### src/rtl/mem_xfer_pkg.sv
// +----------------------------------------------------------------------------+
// | mem_xfer_pkg : shared state encoding and copy-mode constants for the       |
// |                two-memory transfer sequencer                               |
// | Revision     : 1.0                                                          |
// +----------------------------------------------------------------------------+
`default_nettype none

package mem_xfer_pkg;

  typedef enum logic [1:0] {
    ST_IDLE = 2'd0,
    ST_FILL = 2'd1,
    ST_XFER = 2'd2,
    ST_DONE = 2'd3
  } state_t;

  localparam logic MODE_COPY_ALL  = 1'b0;
  localparam logic MODE_COPY_KEEP = 1'b1;

endpackage

`default_nettype wire

### src/rtl/seq_addr_counter.sv
// +----------------------------------------------------------------------------+
// | seq_addr_counter : clearable address counter that saturates at LIMIT-1     |
// | Revision         : 1.0                                                      |
// +----------------------------------------------------------------------------+
`default_nettype none

module seq_addr_counter #(
  parameter int LIMIT = 8,
  parameter int W     = 3
) (
  input  logic         clk,
  input  logic         rst,
  input  logic         clear,
  input  logic         inc,
  output logic [W-1:0] value,
  output logic         last
);

  localparam logic [W-1:0] c_last = W'(LIMIT - 1);

  assign last = (value == c_last);

  // Clear wins over inc so a terminal cycle can rewind instead of advancing.
  always_ff @(posedge clk or posedge rst) begin
    if (rst) begin
      value <= '0;
    end else if (clear) begin
      value <= '0;
    end else if (inc && !last) begin
      value <= value + 1'b1;
    end
  end

endmodule

`default_nettype wire

### src/rtl/mem_xfer_sequencer.sv
// +----------------------------------------------------------------------------+
// | mem_xfer_sequencer : fills memory A, then copies all or comparator-kept    |
// |                      words into memory B with fill/overflow reporting      |
// | Revision           : 1.0                                                    |
// +----------------------------------------------------------------------------+
`default_nettype none

module mem_xfer_sequencer
  import mem_xfer_pkg::*;
#(
  parameter int DEPTH_A = 8,
  parameter int DEPTH_B = 8,
  parameter int AW_A    = $clog2(DEPTH_A),
  parameter int AW_B    = $clog2(DEPTH_B)
) (
  input  logic            clock,
  input  logic            Reset,
  input  logic            start,
  input  logic            mode,
  input  logic            keep,
  output logic            WEA,
  output logic            IncA,
  output logic [AW_A-1:0] AddrA,
  output logic            WEB,
  output logic            IncB,
  output logic [AW_B-1:0] AddrB,
  output logic [AW_B:0]   count_b,
  output logic            b_full,
  output logic            overflow,
  output logic            busy,
  output logic            done
);

  localparam logic [AW_B:0] c_count_full = (AW_B + 1)'(DEPTH_B);

  state_t        r_state;
  state_t        w_next;
  logic          r_mode;
  logic [AW_B:0] r_count_b;
  logic          r_overflow;
  logic          w_clr_a;
  logic          w_clr_b;
  logic          w_last_a;
  logic          w_last_b;
  logic          w_qual;
  logic          w_drop;

  seq_addr_counter #(
    .LIMIT (DEPTH_A),
    .W     (AW_A)
  ) u_cnt_a (
    .clk   (clock),
    .rst   (Reset),
    .clear (w_clr_a),
    .inc   (IncA),
    .value (AddrA),
    .last  (w_last_a)
  );

  seq_addr_counter #(
    .LIMIT (DEPTH_B),
    .W     (AW_B)
  ) u_cnt_b (
    .clk   (clock),
    .rst   (Reset),
    .clear (w_clr_b),
    .inc   (IncB),
    .value (AddrB),
    .last  (w_last_b)
  );

  assign w_qual   = (r_mode != MODE_COPY_KEEP) | keep;
  assign b_full   = w_last_b & (r_count_b == c_count_full);
  assign IncB     = WEB;
  assign count_b  = r_count_b;
  assign overflow = r_overflow;

  always_ff @(posedge clock or posedge Reset) begin
    if (Reset) begin
      r_state <= ST_IDLE;
    end else begin
      r_state <= w_next;
    end
  end

  always_comb begin
    w_next  = r_state;
    WEA     = 1'b0;
    IncA    = 1'b0;
    WEB     = 1'b0;
    busy    = 1'b0;
    done    = 1'b0;
    w_clr_a = 1'b0;
    w_clr_b = 1'b0;
    w_drop  = 1'b0;
    case (r_state)
      ST_IDLE: begin
        if (start) begin
          w_clr_a = 1'b1;
          w_clr_b = 1'b1;
          w_next  = ST_FILL;
        end
      end
      ST_FILL: begin
        WEA  = 1'b1;
        IncA = 1'b1;
        busy = 1'b1;
        // Rewind A so the scan phase starts at word 0.
        if (w_last_a) begin
          w_clr_a = 1'b1;
          w_next  = ST_XFER;
        end
      end
      ST_XFER: begin
        IncA = 1'b1;
        busy = 1'b1;
        if (w_qual) begin
          if (b_full) begin
            w_drop = 1'b1;
          end else begin
            WEB = 1'b1;
          end
        end
        if (w_last_a) begin
          w_next = ST_DONE;
        end
      end
      ST_DONE: begin
        done   = 1'b1;
        w_next = ST_IDLE;
      end
      default: begin
        w_next = ST_IDLE;
      end
    endcase
  end

  always_ff @(posedge clock or posedge Reset) begin
    if (Reset) begin
      r_mode     <= MODE_COPY_ALL;
      r_count_b  <= '0;
      r_overflow <= 1'b0;
    end else if (w_clr_b) begin
      r_mode     <= mode;
      r_count_b  <= '0;
      r_overflow <= 1'b0;
    end else begin
      if (WEB) begin
        r_count_b <= r_count_b + 1'b1;
      end
      if (w_drop) begin
        r_overflow <= 1'b1;
      end
    end
  end

endmodule

`default_nettype wire

### config.mk
export PLATFORM = sky130hd
export DESIGN_NAME = mem_xfer_sequencer
export DESIGN_NICKNAME = d
export VERILOG_FILES = /design/src/rtl/mem_xfer_pkg.sv /design/src/rtl/seq_addr_counter.sv /design/src/rtl/mem_xfer_sequencer.sv
export SDC_FILE = /design/constraint.sdc
export NUM_CORES = 1
export LEC_CHECK = 0
export CAP_MARGIN = 10
export CORE_MARGIN = 4
export CORE_UTILIZATION = 48
export CTS_CLUSTER_SIZE = 14
export DETAILED_ROUTE_END_ITERATION = 8
export GPL_TIMING_DRIVEN = 1
export PLACE_DENSITY = 0.78
export SYNTH_ARGS = -nofsm -noshare
export SYNTH_HDL_FRONTEND = slang
export SYNTH_HIERARCHICAL = 1
export SYNTH_SLANG_ARGS = --single-unit
### constraint.sdc
create_clock -name clock -period 2.1 [get_ports clock]
set_input_delay 0.21 -clock clock [delete_from_list [all_inputs] [get_ports clock]]
set_output_delay 0.21 -clock clock [all_outputs]
set_load 0.05 [all_outputs]
==> key figures <==
Floorplan
  – Initial core utilization: between 50% and 60%
  – Die height: around 52 um
  – Die area: 2680 sq um
  – Num rows: 15
  – Core area: 1760 sq um
  – IO Count: 23
  – Die Width: between 50 and 60 um

Critical path
  – Reg2reg path depth: 6
  – Crit path capture type: output port
  – R2r setup slk: roughly 0.37 ns
  – CP Max Fanout: 7
  – Kind of start point of the critical path: flip-flop
  – Setup CP Type: reg2out
  – CP arrival: about 1.7 ns
  – Critical path data required time: between 1.5 and 2 ns
  – Reg2reg end: count_b[2]$_DFFE_PP0P_
  – Launching point of the worst reg2reg path: u_cnt_b/value[0]$_DFFE_PP0P_

Placed design
  – DPL Wire Length: 1730 um
  – Number of port buffers: 22
  – RD Place Congestion: between 0.8 and 0.9

Synth
  – Synthesized Nets: approximately 110
  – Yosys warns: 6
  – Yosys cell types: 25
  – Syn_area_per_cell: 10.3 sq um
  – Cell count after synthesis: 89
  – Post-synthesis cell area: 918 sq um
  – Synth Register Bits: 14
  – Sequential area share after synthesis: a little under two fifths

Global route
  – Global-route wire length before repair: between 3000 and 4000 um
  – Initial antenna violation count: 0
  – Largest net degree at the start of global routing: 11
  – Vias in the first global route: a little over 800
  – Total GRT Usage: 19.1%
  – Total global routing overflow: 0

STA
  – Tcrit/Tclk final: about 89%
  – Total negative slack: 0 ns
  – RSZ-0062 raised after global routing: false
  – Final setup viols: 0
  – Layout Skew: roughly 0.0027 ns
  – Worst-margin pin slew: 0.507 ns
  – Fin. Hold Viols: 0
  – Slew HR: 66.1%
  – Max Slew Vio Count: 0
  – Fmax: approximately 530 MHz
  – Crit path time final: roughly 1.9 ns

Worst hold path
  – Hold crit path type: in2async

Detailed routing
  – Routed WL: 2120 um
  – First-pass DRT Iterations: 4
  – Number of remaining DRC errors: 0
  – Via-to-Cell Ratio: between 5 and 6
  – DRT iter0 DRCs: 9
  – WL/cell: about 15 um
  – Antenna Violating Nets Remaining: 0
  – Vias: between 700 and 800

Clock tree
  – Clock slew at reported path FFs: around 0.08 ns
  – Clock Root Buffer: clkbuf_4
  – TritonCTS clock tree: built
  – CTS sink cnt: 14
  – Total CTS buffers: 3
  – Cts hold-fix bufs: 0
  – Clk_lat worst skew: about 0.28 ns
  – # H-tree levels: 1
  – Clock Tree Buf Depth: 2

Outcome
  – Status: finished, final reports clean

Layout
  – Layout Nets: ~130
  – Register area: 355 sq um
  – Area taken by multi-input logic gates: ~530 sq um
  – P&R area growth vs syn: 34.6%
  – Fillers: around 150
  – Layout cell share with drive strength beyond 1: between 20% and 30%
  – Antenna cells: 0

Job
  – Max-Cap Viols: 0
cell type report:
class / count / share of cell area, %
multi-input cells: 61 / 42.7
flip-flops and latches: 14 / 28.7
repair buffers: 24 / 20.2
inverters: 11 / 3.95
well taps: 25 / 2.53
clock buffers: 3 / 1.82
cells in the final DEF, fill, tap and decap left out, types with 2 or more instances in the layout:
| cell | synthesis | layout |
|---|---|---|
| nor2b_4 | 2 | 2 |
| nor2_1 | 6 | 5 |
| ha_1 | 11 | 9 |
| nor2b_1 | 3 | 3 |
| mux2_4 | 2 | 2 |
| nand4bb_1 | 4 | 4 |
| clkdlybuf4s50_1 | 0 | 16 |
| mux2_2 | 2 | 2 |
| dfrtp_2 | 0 | 4 |
| o21ai_1 | 4 | 4 |
| nand4_1 | 2 | 2 |
| clkbuf_4 | 0 | 3 |
| buf_4 | 2 | 5 |
| a21oi_1 | 3 | 3 |
| nand2_1 | 5 | 5 |
| inv_1 | 10 | 10 |
| o31ai_1 | 4 | 4 |
| buf_12 | 0 | 2 |
| nand2b_1 | 6 | 6 |
| dfrtp_1 | 14 | 10 |
synth_stat cells:
master	instances	area share (%)
o21ai_1	4	2.2
inv_4	1	0.68
mux2_4	2	3.3
nand2b_1	6	4.1
or4_1	1	0.82
o22ai_1	1	0.68
a21oi_1	3	1.6
a31oi_1	1	0.68
mux2i_1	1	1.1
nor2_1	6	2.5
o311ai_0	1	0.95
buf_4	2	1.6
nand2_1	5	2.0
dfrtp_1	14	38
o31ai_1	4	3.3
mux2_2	2	2.5
ha_1	11	15
inv_1	10	4.1
nand3_1	1	0.54
nand4_1	2	1.4
nand4b_4	1	2.6
nor2b_1	3	2.0
clkbuf_1	1	0.41
nor2b_4	2	3.0
nand4bb_1	4	4.9
cell families (layout without fill, tap and decap cells):
logic type | after synthesis | after routing | synth area share (%)
and+or+nand+nor | 31 | 31 | 23.8
AOI/OAI and AO/OA | 14 | 14 | 9.40
DFF | 14 | 14 | 38.1
buffers and inverters | 14 | 38 | 6.81
adders and majority gates | 11 | 11 | 15.0
muxes | 5 | 5 | 6.81
worst max path at each step:
| stage | startpoint | endpoint | slack (ns) | depth (start not counted) |
|---|---|---|---|---|
| 3_5_place_dp | r_state[1]$_DFFE_PP0P_ | WEA | 0.36 | 3 |
| 6_report | u_cnt_b/value[0]$_DFFE_PP0P_ | WEB | 0.22 | 7 |
| 3_3_place_gp | r_state[1]$_DFFE_PP0P_ | WEA | 0.39 | 3 |
| 2_1_floorplan | u_cnt_b/value[0]$_DFFE_PP0P_ | u_cnt_b/value[0]$_DFFE_PP0P_ | 0.008 | 7 |
| 5_1_grt | u_cnt_b/value[0]$_DFFE_PP0P_ | WEB | 0.14 | 7 |
| 4_1_cts | r_state[1]$_DFFE_PP0P_ | WEA | 0.04 | 3 |
critical path: stages, from the launching register on:
cell and delay, ns:
dfrtp_2 0.43, ha_2 0.21, ha_4 0.18, nand4b_4 0.13
inv_8 0.05, nor2_4 0.08, buf_4 0.16, buf_12 0.14
routing by layer:
layer | share of wire (%) | vias up | track usage [%]
li1 | - | 358 | -
met3 | 4.0 | 4 | 3.44
met4 | 1.6 | 0 | 6.99
met1 | 43 | 345 | 22.9
met2 | 51 | 19 | 33.9
met5 | 0 | - | 0
flip-flops by register name, summed over array words and instances, names as in the netlist:
signal         cells
r_mode             1
u_cnt_a/value      3
u_cnt_b/value      3
r_state            2
overflow           1
count_b            4
through the flow:
stage | hold WS (ns) | worst slack [ns] | util [%] | std cells | cell area, sq um
floorplan | -0.0365 | 0.00798 | - | 89 | 951
global placement | 0.442 | 0.389 | 68.7 | 135 | 1210
detailed placement | 0.447 | 0.357 | 68.7 | 135 | 1210
CTS | 0.137 | 0.0360 | 69.9 | 138 | 1230
global route | 0.138 | 0.138 | 70.1 | 138 | 1240
finish | 0.139 | 0.222 | 70.1 | 138 | 1240
what timing repair did:
action                                  in CTS  in global routing
endpoints found under the setup margin       0                  1
setup buffers                                0                  0
gates resized for setup                      0                  1
Power is left out: the tool's default activity adds up to more than one toggle a clock period on the data nets, which glitch-free logic cannot reach.
